## config.mk

```make
export PLATFORM = sky130hd
export DESIGN_NAME = meas_frame_tx
export DESIGN_NICKNAME = d
export VERILOG_FILES = /design/src/rtl/meas_pkg.sv /design/src/rtl/meas_byte_mux.sv /design/src/rtl/meas_frame_tx.sv
export SDC_FILE = /design/constraint.sdc
export NUM_CORES = 1
export LEC_CHECK = 0
export BUFFER_PORTS_ARGS = -buffer_cell sky130_fd_sc_hd__buf_2
export CORE_MARGIN = 8
export CORE_UTILIZATION = 35
export CTS_CLUSTER_SIZE = 30
export DETAILED_ROUTE_END_ITERATION = 16
export HOLD_SLACK_MARGIN = 0.1
export PLACE_DENSITY_LB_ADDON = 0.2
export SYNTH_ARGS = -nofsm -noshare
export SYNTH_HDL_FRONTEND = slang
export SYNTH_SLANG_ARGS = --single-unit
```

## constraint.sdc

```tcl
create_clock -name CLK -period 3.4 [get_ports CLK]
set_clock_uncertainty 0.05 [all_clocks]
set_input_delay 0.34 -clock CLK [delete_from_list [all_inputs] [get_ports CLK]]
set_output_delay 0.34 -clock CLK [all_outputs]
set_load 0.01 [all_outputs]
```

## src/rtl/meas_pkg.sv

```systemverilog
// Shared definitions for the measurement frame transmitter: FSM states,
// default header byte and the bytes-per-field helper.
package meas_pkg;

    typedef enum logic [2:0] {
        IDLE   = 3'd0,
        HDR    = 3'd1,
        SEQ    = 3'd2,
        F_HIGH = 3'd3,
        F_LOW  = 3'd4,
        F_PER  = 3'd5,
        CSUM   = 3'd6
    } state_t;

    localparam logic [7:0] HDR_BYTE_DEFAULT = 8'hA5;

    function automatic int calc_nb(input int counter_bits);
        return counter_bits / 8;
    endfunction

endpackage

```

## src/rtl/meas_byte_mux.sv

```systemverilog
// Combinational byte picker: returns byte 'idx' (0 = least significant)
// of a COUNTER_BITS-wide snapshot field.
module meas_byte_mux
    import meas_pkg::*;
#(
    parameter int COUNTER_BITS = 32,
    parameter int IDX_W        = 2
) (
    input  logic [COUNTER_BITS-1:0] field,
    input  logic [IDX_W-1:0]        idx,
    output logic [7:0]              byte_out
);

    localparam int NB = calc_nb(COUNTER_BITS);

    logic [7:0] field_bytes [NB];

    generate
        for (genvar gi = 0; gi < NB; gi++) begin : g_byte
            assign field_bytes[gi] = field[gi*8 +: 8];
        end
    endgenerate

    always_comb begin
        byte_out = 8'h00;
        for (int i = 0; i < NB; i++) begin
            if (idx == IDX_W'(i)) begin
                byte_out = field_bytes[i];
            end
        end
    end

endmodule

```

## src/rtl/meas_frame_tx.sv

```systemverilog
// Snapshots TIME_HIGH/TIME_LOW/PERIOD on START and streams them as an XOR-checked
// byte frame over valid/ready. Define FRAME_SEQ_EN to insert a sequence byte after the header.
module meas_frame_tx
    import meas_pkg::*;
#(
    parameter int         COUNTER_BITS = 32,
    parameter logic [7:0] HDR_BYTE     = HDR_BYTE_DEFAULT
) (
    input  logic                    CLK,
    input  logic                    RST_N,
    input  logic [COUNTER_BITS-1:0] TIME_HIGH,
    input  logic [COUNTER_BITS-1:0] TIME_LOW,
    input  logic [COUNTER_BITS-1:0] PERIOD,
    input  logic                    START,
    output logic [7:0]              TX_DATA,
    output logic                    TX_VALID,
    input  logic                    TX_READY,
    output logic                    BUSY,
    output logic                    OVERRUN
);

    localparam int NB    = calc_nb(COUNTER_BITS);
    localparam int IDX_W = (NB > 1) ? $clog2(NB) : 1;
    localparam logic [IDX_W-1:0] IDX_MAX = IDX_W'(NB - 1);

    state_t                  state_reg;
    logic [IDX_W-1:0]        idx_reg;
    logic [IDX_W-1:0]        mux_idx;
    logic [COUNTER_BITS-1:0] high_reg, low_reg, per_reg;
    logic [7:0]              csum_reg, tx_data_reg;
    logic [7:0]              high_byte, low_byte, per_byte;
    logic                    tx_valid_reg, busy_reg, overrun_reg, pend_reg;
    logic                    advance, in_field;
`ifdef FRAME_SEQ_EN
    logic [7:0]              seq_reg;
`endif

    assign advance  = tx_valid_reg && TX_READY;
    assign in_field = state_reg inside {F_HIGH, F_LOW, F_PER};
    // Byte to load on the next acceptance: next lower byte of the current
    // field, or the MSB of the following field.
    assign mux_idx  = (in_field && idx_reg != '0) ? idx_reg - IDX_W'(1) : IDX_MAX;

    meas_byte_mux #(.COUNTER_BITS(COUNTER_BITS), .IDX_W(IDX_W)) u_mux_high (
        .field(high_reg), .idx(mux_idx), .byte_out(high_byte)
    );
    meas_byte_mux #(.COUNTER_BITS(COUNTER_BITS), .IDX_W(IDX_W)) u_mux_low (
        .field(low_reg), .idx(mux_idx), .byte_out(low_byte)
    );
    meas_byte_mux #(.COUNTER_BITS(COUNTER_BITS), .IDX_W(IDX_W)) u_mux_per (
        .field(per_reg), .idx(mux_idx), .byte_out(per_byte)
    );

    always_ff @(posedge CLK or negedge RST_N) begin
        if (!RST_N) begin
            state_reg    <= IDLE;
            idx_reg      <= '0;
            high_reg     <= '0;
            low_reg      <= '0;
            per_reg      <= '0;
            csum_reg     <= '0;
            tx_data_reg  <= '0;
            tx_valid_reg <= 1'b0;
            busy_reg     <= 1'b0;
            overrun_reg  <= 1'b0;
            pend_reg     <= 1'b0;
`ifdef FRAME_SEQ_EN
            seq_reg      <= '0;
`endif
        end else begin
            // START in the CSUM-acceptance cycle is a new request, not an overrun.
            overrun_reg <= START && (state_reg != IDLE) && !(state_reg == CSUM && advance);
            if (advance && state_reg != CSUM) begin
                csum_reg <= csum_reg ^ tx_data_reg;
            end
            case (state_reg)
                IDLE: begin
                    if (START || pend_reg) begin
                        high_reg     <= TIME_HIGH;
                        low_reg      <= TIME_LOW;
                        per_reg      <= PERIOD;
                        csum_reg     <= '0;
                        tx_data_reg  <= HDR_BYTE;
                        tx_valid_reg <= 1'b1;
                        busy_reg     <= 1'b1;
                        pend_reg     <= 1'b0;
                        state_reg    <= HDR;
                    end
                end
                HDR: begin
                    if (advance) begin
`ifdef FRAME_SEQ_EN
                        tx_data_reg <= seq_reg;
                        state_reg   <= SEQ;
`else
                        tx_data_reg <= high_byte;
                        idx_reg     <= IDX_MAX;
                        state_reg   <= F_HIGH;
`endif
                    end
                end
                SEQ: begin
                    if (advance) begin
                        tx_data_reg <= high_byte;
                        idx_reg     <= IDX_MAX;
                        state_reg   <= F_HIGH;
                    end
                end
                F_HIGH: begin
                    if (advance) begin
                        idx_reg <= mux_idx;
                        if (idx_reg == '0) begin
                            tx_data_reg <= low_byte;
                            state_reg   <= F_LOW;
                        end else begin
                            tx_data_reg <= high_byte;
                        end
                    end
                end
                F_LOW: begin
                    if (advance) begin
                        idx_reg <= mux_idx;
                        if (idx_reg == '0) begin
                            tx_data_reg <= per_byte;
                            state_reg   <= F_PER;
                        end else begin
                            tx_data_reg <= low_byte;
                        end
                    end
                end
                F_PER: begin
                    if (advance) begin
                        idx_reg <= mux_idx;
                        if (idx_reg == '0) begin
                            tx_data_reg <= csum_reg ^ tx_data_reg;
                            state_reg   <= CSUM;
                        end else begin
                            tx_data_reg <= per_byte;
                        end
                    end
                end
                CSUM: begin
                    if (advance) begin
                        tx_valid_reg <= 1'b0;
                        busy_reg     <= 1'b0;
                        pend_reg     <= START;
                        state_reg    <= IDLE;
`ifdef FRAME_SEQ_EN
                        seq_reg      <= seq_reg + 8'd1;
`endif
                    end
                end
                default: begin
                    state_reg    <= IDLE;
                    tx_valid_reg <= 1'b0;
                    busy_reg     <= 1'b0;
                end
            endcase
        end
    end

    assign TX_DATA  = tx_data_reg;
    assign TX_VALID = tx_valid_reg;
    assign BUSY     = busy_reg;
    assign OVERRUN  = overrun_reg;

endmodule

```

Word level (Yosys, flattened, before mapping)
Index checks and enable logic that the tools add are counted.
Word-level totals
  output and inout bits: 11
  bits of input ports: 100
  word-level logic and storage cells: 103
  register bits after elaboration: 120
Cells by class
  add/sub/neg operators: 1
  equality and inequality tests: 20
  bitwise logic cells: 2
  reductions and logical operators: 26
  multiplexer cells: 44
Operators by type and width (count)
  $mux W8: 23
  $pmux W8 S5: 1
  $mux W3: 9
  $pmux W3 S6: 1
  $ne A2 B1 Y1 const B: 5
  $ne A2 B2 Y1 const B: 5
  $eq A3 B3 Y1 const B: 3
  $reduce_and A3 Y1: 3
  $reduce_and A9 Y1: 1
  $xor A8 B8 Y8: 1
  $eq A3 B2 Y1 const B: 2
  $logic_and A1 B1 Y1: 6
  $mux W2: 3
  $reduce_and A6 Y1: 1
  $reduce_bool A2 Y1: 3
  $reduce_bool A3 Y1: 2
  $reduce_bool A5 Y1: 1
  $reduce_or A5 Y1: 1
  $eq A2 B2 Y1 const B: 2
  $logic_not A2 Y1: 2
  $mux W1: 4
  $pmux W2 S2: 1
  $eq A3 B1 Y1 const B: 1
  $logic_not A3 Y1: 1
  other kinds (11): 11

Logic depth before layout (Yosys ltp)
Gate-level depths: netlist (run 1).
  word-level depth: 12
  mapped depth: 12

Hierarchy
A second synthesis (run 1) with hierarchy kept.
Second synthesis, totals
  cells, all modules: 612
  area total of the unflattened synthesis: 5759.3 µm²
By module, submodules not included
  meas_frame_tx: cells an instance 582, area an instance 5170.0 µm², times used 1
  meas_byte_mux: cells an instance 10, area an instance 196.4 µm², times used 3

Worst setup path before layout (run 1)
No wires, ideal clock.
  path type: reg-to-reg
  start: register idx_reg[0]
  end: register tx_data_reg[0], in the netlist TX_DATA[0]
  arrival: 2.438 ns
  slack: 0.786 ns
  required time: 3.224 ns
  path buffers: 4
  library setup time: 0.126 ns
  clock period less this slack: 2.614 ns
  stages on the path, launching flop included: 11
  cells stage by stage: dfrtp_1 -> buf_2 -> clkbuf_1 -> inv_1 -> ha_1 -> buf_2 -> buf_2 -> mux2_2 -> o22ai_1 -> a21oi_1 -> o32a_1
On the way
  word-level cells in the longest chain between the ends: 11
  elaborated cells on any way between the ends: 29
  those cells by class: add/sub: 1; eq/ne: 3; mux: 21; reduce/logical: 4
RTL lines
  start, declared: line meas_frame_tx.sv:27  | logic [IDX_W-1:0] idx_reg;
  start signal, assigned: line meas_frame_tx.sv:111  | idx_reg <= mux_idx;
  start signal, assigned: line meas_frame_tx.sv:122  | idx_reg <= mux_idx;
  start signal, assigned: line meas_frame_tx.sv:133  | idx_reg <= mux_idx;
  parallel branches: the longest is 10 deep, another holds $sub A2 B1 Y2
  $pmux W8 S5 *: line meas_frame_tx.sv:76  | case (state_reg)
  end signal, assigned: line meas_frame_tx.sv:127  | tx_data_reg <= low_byte;
  end signal, assigned: line meas_frame_tx.sv:135  | tx_data_reg <= csum_reg ^ tx_data_reg;
  end signal, assigned: line meas_frame_tx.sv:138  | tx_data_reg <= per_byte;
  end, declared: line meas_frame_tx.sv:30  | logic [7:0] csum_reg, tx_data_reg;
Every way passes the cells marked *. The select of a mux whose other input is x is not followed.
A chain may end at the register's enable or synchronous reset.

Worst setup path after layout (run 1)
  start: register state_reg[1]
  end: register tx_data_reg[5], in the netlist TX_DATA[5]
On the way
  word-level cells in the longest chain between the ends: 12
  elaborated cells on any way between the ends: 41
  those cells by class: eq/ne: 13; mux: 21; reduce/logical: 7
RTL lines
  start, declared: line meas_frame_tx.sv:26  | state_t state_reg;
  start signal, assigned: line meas_frame_tx.sv:56  | state_reg <= IDLE;
  start signal, assigned: line meas_frame_tx.sv:87  | state_reg <= HDR;
  start signal, assigned: line meas_frame_tx.sv:98  | state_reg <= F_HIGH;
  $eq A3 B2 Y1 / $eq A3 B3 Y1 (equally long branches): line meas_frame_tx.sv:39, meas_frame_tx.sv:76
  $reduce_bool A3 Y1: line meas_frame_tx.sv:39  | assign in_field = state_reg inside {F_HIGH, F_LOW, F_PER};
  $logic_and A1 B1 Y1: line meas_frame_tx.sv:42  | assign mux_idx = (in_field && idx_reg != '0) ? idx_reg - IDX_W'(1) : IDX_MAX;
  $mux W2: line meas_frame_tx.sv:42
  $logic_not A2 Y1: line meas_byte_mux.sv:27  | if (idx == IDX_W'(i)) begin
  $mux W8 (4 in a row): line meas_byte_mux.sv:27
  $mux W8 (on tied branches): line meas_frame_tx.sv:134, meas_frame_tx.sv:112, meas_frame_tx.sv:123
  $mux W8 (on tied branches): line meas_frame_tx.sv:132, meas_frame_tx.sv:110, meas_frame_tx.sv:121
  $pmux W8 S5: line meas_frame_tx.sv:76
Several ways; a longest one is shown, not always the timed one. The select of a mux whose other input is x is not followed.

==> results.md, run 1 <==
- Syn_area_per_cell: 12.2 um2
- CTS resizes: 0
- Syn. warnings: 0
- Synth Register Bits: 120
- Worst VDD drop: 0.400 mV
- Via/cell ratio: between 5 and 6
- Commonest cells post-synth: dfrtp_1, mux2_2, nor2_1
- LEAKAGE: 0.00339 uW
- FILL cells: 1498
- CP Data Required Time: 3650 ps
- Fin crit period: roughly 2600 ps
- Slew headroom: 0.502
- Fin area: 0.00769 mm2
- CTS tree: yes
- Async SR Flop Fraction: 1.00
- Starting density of the core: 0.353
- Pwr/cell area: between 900 and 1000 mW/mm2
- Yosys top cell area share: 0.518
- Worst path max stage delay: about 800 ps
- Die ar.: 0.0209 mm2
- Top FF cell, synth: dfrtp_1
- Crit path kind: reg -> reg
- Fraction of final layout cells sized beyond drive strength 1: 0.365
- Startpoint class of the critical path: flip-flop
- Fin crit share: 0.769
- N_diodes: 0
- Die Wd: 145 um
- Reg clk slew, reported paths: approximately 50 ps
- Top cells by area, synth: dfrtp_1, mux2_2, mux2i_1
- Die Height: between 100 and 150 um
- RePlAce Congestion: 0.850
- IO Port Bufs: 110
- Gate Count Post-Synth: between 400 and 500
- Worst R2R Setup Slack: 790 ps
- First-pass DRT Iterations: 5
- Post-DP HPWL: between 10000 and 15000 um
- EDFF count, synth: 0
- RSZ-0062 raised after global routing: false
- Status: completed
- Nets: around 740
- Yosys cell types: 50
- FMAX: 383 MHz
- Total grt overflow: 0
- Antenna violations before repair: 0
- Worst-Skew Late Latency: 420 ps
- Max FO, Critical Path: 21
- GRT Total Usage: 0.162
- Vias in the first global route: 4706
- Routed wire length: 15900 um
- Synth-to-Final Area Change: 32.7%
- Drc violations: 0
- Num CTS Buffers: 17
- Worst hold path type: in -> reg
- Setup violations, final: 0
- Maximum clock insertion buffer count: 2
- Sequential area share after synthesis: 0.518
- CP max-delay cell: dfrtp_1
- Crit. End Element: flip-flop
- Pre-CTS WS: between 800 and 900 ps
- Cell taking the most area after synthesis: dfrtp_1
- Critical Path, Cell by Cell: nand2b_2, a21o_1, o22ai_1, a221o_1, o32a_1
- Count leader, synth: dfrtp_1
- Largest net degree at the start of global routing: 66
- Sink Count: 120
- Setup TNS: 0 ps
- FP Rows: 47
- Post-synth net total: between 500 and 600
- Synthesized cell area: between 0.005 and 0.006 mm2
- Htree depth: 4
- First-pass GRT wire length: 25700 um
- Final Hold Violating Endpoints: 0
- Drt initial violations: around 240
- Post-DP Area: 0.00654 mm2
- Antenna-violating nets left: 0
- Final worst slack: 786 ps
- Critical path arrival: between 2000 and 3000 ps
- Slew Limit Fails: 0
- Number of top-level pins: 111
- CTS Root Cell: clkbuf_16
- Placeable core area: 0.0164 mm2
- Slew @ Worst Pin: about 750 ps
- Routed len/inst: ~18 um
- Max Cap Violations: 0
- Total vias in the final route: 4414
worst max-delay path: cells and delay by family (launching register included):
kind | cells | cell delay (ps)
flip-flops | 1 | 800
AO/OA/AOI/OAI | 4 | 1310
AND/OR/NAND/NOR | 1 | 330
path summary, 6_finish.rpt:
path                               from           end  cells past startpoint
max                        state_reg[1]    TX_DATA[5]                      5
min                          PERIOD[15]   per_reg[15]                      2
max reg2reg                state_reg[1]    TX_DATA[5]                      5
min reg2reg                high_reg[20]  high_reg[20]                      1
max in group asynchronous         RST_N   low_reg[30]                      3
min in group asynchronous         RST_N    per_reg[4]                      2
placed cells by master (no fill, tap or decap), drive strengths merged, types with 14 or more instances in the layout:
cell,count
a21oi,17
a2bb2oi,14
buf,118
clkbuf,25
dfrtp,120
dlygate4sd3,61
mux2,100
mux2i,17
nand2,25
nor2,26
o21ai,17
o22ai,16
cell type report:
cell class                 instances  area (um2)  share of cell area
clock inverter                     4        70.1             0.00911
tap                              220         275              0.0358
clock buffer                      25         475              0.0618
multi-input combinational        313        2590               0.336
inverter                           9        33.8             0.00439
sequential                       120        3000               0.390
timing repair buffer             179        1250               0.162
metrics by stage:
stage	hold WS [ps]	std cells	power, uW	utilization
2_1_floorplan	-5.59	476	4810	-
3_3_place_gp	366	780	5650	0.399
3_5_place_dp	382	780	5720	0.399
4_1_cts	100	870	7500	0.469
5_1_grt	101	870	7910	0.469
6_report	113	870	7440	0.469
kinds of logic (layout without fill, tap and decap cells):
family,after synthesis,count (layout),synth area share
flip-flops,120,120,0.518
multiplexers,117,117,0.224
adder cells (fa/ha/maj),1,1,0.00216
XOR/XNOR,16,16,0.0242
AO/OA/AOI/OAI,107,107,0.135
buffers and inverters,43,217,0.0356
AND/OR/NAND/NOR,72,72,0.0613
metal layers:
layer,wire (um),GRT usage
met5,0,0
met4,181,0.0559
met3,791,0.0423
met2,7880,0.267
met1,7020,0.202
repair_timing:
item                                   CTS  global route
endpoints found under the hold margin  109             0
hold buffers                            61             0
setup buffers                            0             0
where the power goes:
| part | total [uW] | internal, uW | switching [uW] |
|---|---|---|---|
| sequential | 2720 | 2150 | 569 |
| combinational | 3030 | 1540 | 1500 |
| clock | 1690 | 1100 | 586 |
No activity file was read; power rests on OpenSTA's default activity.
==> run 2: changes to the inputs <==
- clock period: 3.4 -> 2.6 ns (I/O delays scaled with it)
==> run 2 against run 1 <==
  * Fmax up 9.3%
  * Sequential share of layout area decreased by 2.2 points
  * Flip-flop and latch count did not move
  * Via count up 3.4%
  * Wire length is 4.8% higher
  * Non-clock buffer count is 49 higher
  * Critical endpoint is now TX_DATA[1]
  * Highest routed layer unchanged
==> results.md, run 2 (synthesis results as in run 1) <==
- Synth-to-Final Area Change: 40.5%
- Pwr/cell area: 1200 mW/mm2
- Startpoint class of the critical path: flip-flop
- CTS Root Cell: clkbuf_16
- Final Hold Violating Endpoints: 0
- CP Data Required Time: 2850 ps
- Reg clk slew, reported paths: 50 ps
- Status: completed
- Via/cell ratio: roughly 5.0
- Metal2 WL: 7830 um
- Max Cap Violations: 0
- Postcts setup bufs: 0
- Maximum clock insertion buffer count: 2
- Crit path from: idx_reg[0]
- Most frequent cells in the layout: dfrtp_1, buf_2, dlygate4sd3_1
- Number of top-level pins: 111
- Die ar.: 0.0209 mm2
- Final Power: 9790 uW
- Largest net degree at the start of global routing: 64
- Worst hold path type: in -> reg
- RSZ-0062 raised after global routing: false
- Worst VDD drop: between 0.5 and 0.6 mV
- Starting density of the core: 0.353
- N_diodes: 0
- Slew headroom: 0.583
- Metal-1 WL: 7500 um
- Worst Hold Launch: TX_READY
- Max FO, Critical Path: 14
- Uppermost routed layer: met4
- Hold_buf cts: between 90 and 100
- LEAKAGE: 0.00359 uW
- Htree depth: 4
- GRT Total Usage: 0.169
- Antenna violations before repair: 0
- Crit path kind: reg -> reg
- Num CTS Buffers: 17
- Total vias in the final route: 4564
- Fin crit share: 0.920
- Routed len/inst: 18.1 um
- Reg2reg start: idx_reg[0]
- Die Wd: around 140 um
- Crit. End Element: flip-flop
- Fin crit period: 2390 ps
- Worst-Skew Late Latency: 420 ps
- Total grt overflow: 0
- Sink Count: 120
- Met3 wire len: 955 um
- Slew @ Worst Pin: 625 ps
- Post-DP HPWL: approximately 12000 um
- Antenna-violating nets left: 0
- FMAX: approximately 420 MHz
- Slew Limit Fails: 0
- CTS tree: yes
- IO Port Bufs: 110
- Critical path arrival: 2640 ps
- CTS resizes: 0
- First-pass GRT wire length: about 27000 um
- Vias in the first global route: 5036
- Fraction of final layout cells sized beyond drive strength 1: 0.362
- Setup violations, final: 0
- Nets: 790
- Drt initial violations: 233
- Drc violations: 0
- FP Rows: 47
- First-pass DRT Iterations: 4
- Setup TNS: 0 ps
- RePlAce Congestion: 0.908
- Placeable core area: 0.0164 mm2
- Routed wire length: 16600 um
- Die Height: roughly 140 um
- Most common cell after layout, fill and taps aside: dfrtp_1
- FILL cells: 1454
[run 2: cell types whose count changed in the layout (fill, tap and decap cells not counted), sizes merged]
cell	previous run	this run
buf	118	130
bufinv	2	0
clkbuf	25	23
clkinv	2	6
clkinvlp	0	2
dlygate4sd3	61	98
[run 2: metal layers]
metal  GRT usage  vias to the layer above
met2       0.266                      132
met1       0.216                     2236
met4      0.0674                        0
met3      0.0472                       25
met5           0                        -
li1            -                     2171
[run 2: power by group]
part	switching (uW)	total, uW	internal (uW)
Combinational	2020	4170	2160
Clock	818	2090	1280
Sequential	709	3520	2810
[run 2: layout make-up]
| cell class | instances | area [um2] | share of cell area |
|---|---|---|---|
| clock inverter | 8 | 48.8 | 0.00599 |
| inverter | 9 | 33.8 | 0.00415 |
| timing repair buffer | 228 | 1720 | 0.211 |
| clock buffer | 23 | 478 | 0.0587 |
| multi-input combinational | 313 | 2590 | 0.318 |
| tap | 220 | 275 | 0.0338 |
| sequential | 120 | 3000 | 0.368 |
[run 2: path summary, 6_finish.rpt]
check	to	slack, ps	cells after the start
hold / removal	BUSY	150	4
max in group asynchronous	state_reg[2]	1360	3
setup reg to reg	TX_DATA[1]	210	8
setup / recovery	TX_DATA[1]	210	8
min in group asynchronous	high_reg[2]	300	2
hold reg to reg	high_reg[19]	430	1
[run 2: metrics by stage]
stage | hold WS, ps | cells | util | cell area (um2) | setup slack, ps
after global placement | 215 | 792 | 0.405 | 6640 | 290
after floorplan | -85.6 | 476 | - | 5800 | 117
after detailed placement | 215 | 792 | 0.405 | 6640 | 248
after global routing | 153 | 921 | 0.497 | 8150 | 23.3
after CTS | 123 | 921 | 0.497 | 8150 | 216
final | 146 | 921 | 0.497 | 8150 | 209
[run 2: critical path, stage by stage, from the launching register on]
cell and delay (ps):
dfrtp_1 350, inv_1 100, ha_1 460, buf_4 340, mux2i_1 260, a2bb2oi_1 100
o22ai_1 220, o2111ai_1 140, a22o_1 250
==> run 3: changes to the inputs <==
- CORE_UTILIZATION: 35 -> 56
==> run 3 against run 2 <==
  * Critical endpoint is now TX_DATA[6]
  * Sequential power about the same
  * Core utilization increased by 30 points
  * Largest cell class unchanged
  * Clock power rose by 12%
==> results.md, run 3 (synthesis results as in run 1) <==
- Status: completed
- Starting density of the core: 0.569
- Maximum clock insertion buffer count: 2
- Slew @ Worst Pin: between 700 and 800 ps
- CTS Root Cell: clkbuf_8
- Final Instance Count excl. Fillers: about 830
- Slew Limit Fails: 0
- Pwr/cell area: 1250 mW/mm2
- Slew headroom: 0.506
- Reg clk slew, reported paths: 60 ps
- N_diodes: 0
- Postcts setup bufs: 0
- FMAX: 407 MHz
- Most common cell after layout, fill and taps aside: dfrtp_1
- Routed len/inst: 21.1 um
- Worst R2R Setup Slack: ~140 ps
- Placed Instances: 706
- Setup violations, final: 0
- LEAKAGE: 0.00362 uW
- Fraction of final layout cells sized beyond drive strength 1: 0.361
- Die Wd: 118 um
- Htree depth: 4
- Final worst slack: 140 ps
- Setup TNS: 0 ps
- IO Port Bufs: 110
- Util after Layout: 0.795
- RePlAce Congestion: 0.900
- Nets: 789
- CTS tree: yes
- Most frequent cells in the layout: dfrtp_1, buf_2, dlygate4sd3_1
- Max FO, Critical Path: 7
- Placeable core area: 0.0102 mm2
- Largest net degree at the start of global routing: 66
- Worst hold path type: in -> async
- Drc violations: 0
- Pre-CTS WS: 197 ps
- Synth-to-Final Area Change: 39.6%
- Drt initial violations: approximately 320
- Antenna-violating nets left: 0
- Critical path arrival: 2810 ps
- Number of top-level pins: ~110
- FP Rows: 37
- Fin crit share: 0.946
- Post-DP HPWL: 11000 um
- Total grt overflow: 0
- Die ar.: 0.0139 mm2
- GRT Total Usage: 0.264
- Die Height: about 120 um
- Crit path kind: reg -> reg
- Crit. End Element: flip-flop
- CP Data Required Time: 2950 ps
- Vias in the first global route: between 5000 and 6000
- Hold WS: between 200 and 300 ps
- Startpoint class of the critical path: flip-flop
- First-pass DRT Iterations: 5
- Max Cap Violations: 0
- Worst path max stage delay: 440 ps
- Total vias in the final route: approximately 4800
- Critical Path, Cell by Cell: inv_1, ha_1, buf_4, mux2_2, a22oi_1, o22a_1, o22ai_1, a221o_1
- CP max-delay cell: ha_1
- Via/cell ratio: 5.74
- Final Hold Violating Endpoints: 0
- Fin crit period: between 2000 and 2500 ps
- Num CTS Buffers: 17
- First-pass GRT wire length: between 20000 and 30000 um
- Sink Count: 120
- Antenna violations before repair: 0
- RSZ-0062 raised after global routing: false
- Worst VDD drop: 0.864 mV
- Worst-Skew Late Latency: 520 ps
- Routed wire length: around 18000 um
- FILL cells: 615
[run 3: cell types whose count changed in the layout (fill, tap and decap cells not counted), moves of 2 or more]
cell        before  now
buf_4           18   16
bufinv_16        0    3
clkbuf_1         3    1
clkinv_2         5    3
clkinvlp_4       2    0
[run 3: path summary, 6_finish.rpt]
check / start / end / depth (start not counted)
hold reg to reg: high_reg[23] / high_reg[23] / 1
max in group asynchronous: RST_N / high_reg[2] / 3
setup / recovery: idx_reg[0] / TX_DATA[6] / 8
hold / removal: RST_N / per_reg[24] / 2
setup reg to reg: idx_reg[0] / TX_DATA[6] / 8
min in group CLK: TIME_HIGH[21] / high_reg[21] / 3
[run 3: timing repair]
item / CTS / global route
gates resized for setup: 0 / 0
setup endpoints to repair: 0 / 1
hold buffers: 99 / 0
hold endpoints to repair: 146 / 0
[run 3: critical path: cells and delay by family, from the launching register on]
family          cells  cell delay [ps]
compound gates      4              810
fa+ha+maj           1              440
buf+inv             2              330
flops               1              340
mux                 1              360
[run 3: metal layers]
metal  track usage  wire, um
met1         0.303      6680
met2         0.456      9260
met3        0.0715      1110
met4         0.109       522
met5             0         0
[run 3: layout make-up]
cell class / instances / area [um2] / area share
tap: 136 / 170 / 0.0210
clock buffer: 21 / 459 / 0.0567
timing repair buffer: 227 / 1720 / 0.212
clock inverter: 8 / 123 / 0.0151
multi-input combinational: 313 / 2590 / 0.320
inverter: 9 / 33.8 / 0.00417
sequential: 120 / 3000 / 0.371
[run 3: where the power goes]
part           switching, uW  total (uW)  internal [uW]
clock network            823        2340           1520
logic                   2100        4240           2140
registers                727        3540           2810
total                   3650       10100           6470
[run 3: per-stage QoR]
stage	instance area [um2]	total power, uW
global route	8090	10600
global placement	6520	7350
floorplan	5800	6290
finish	8090	10100
CTS	8090	10000
detailed placement	6520	7510
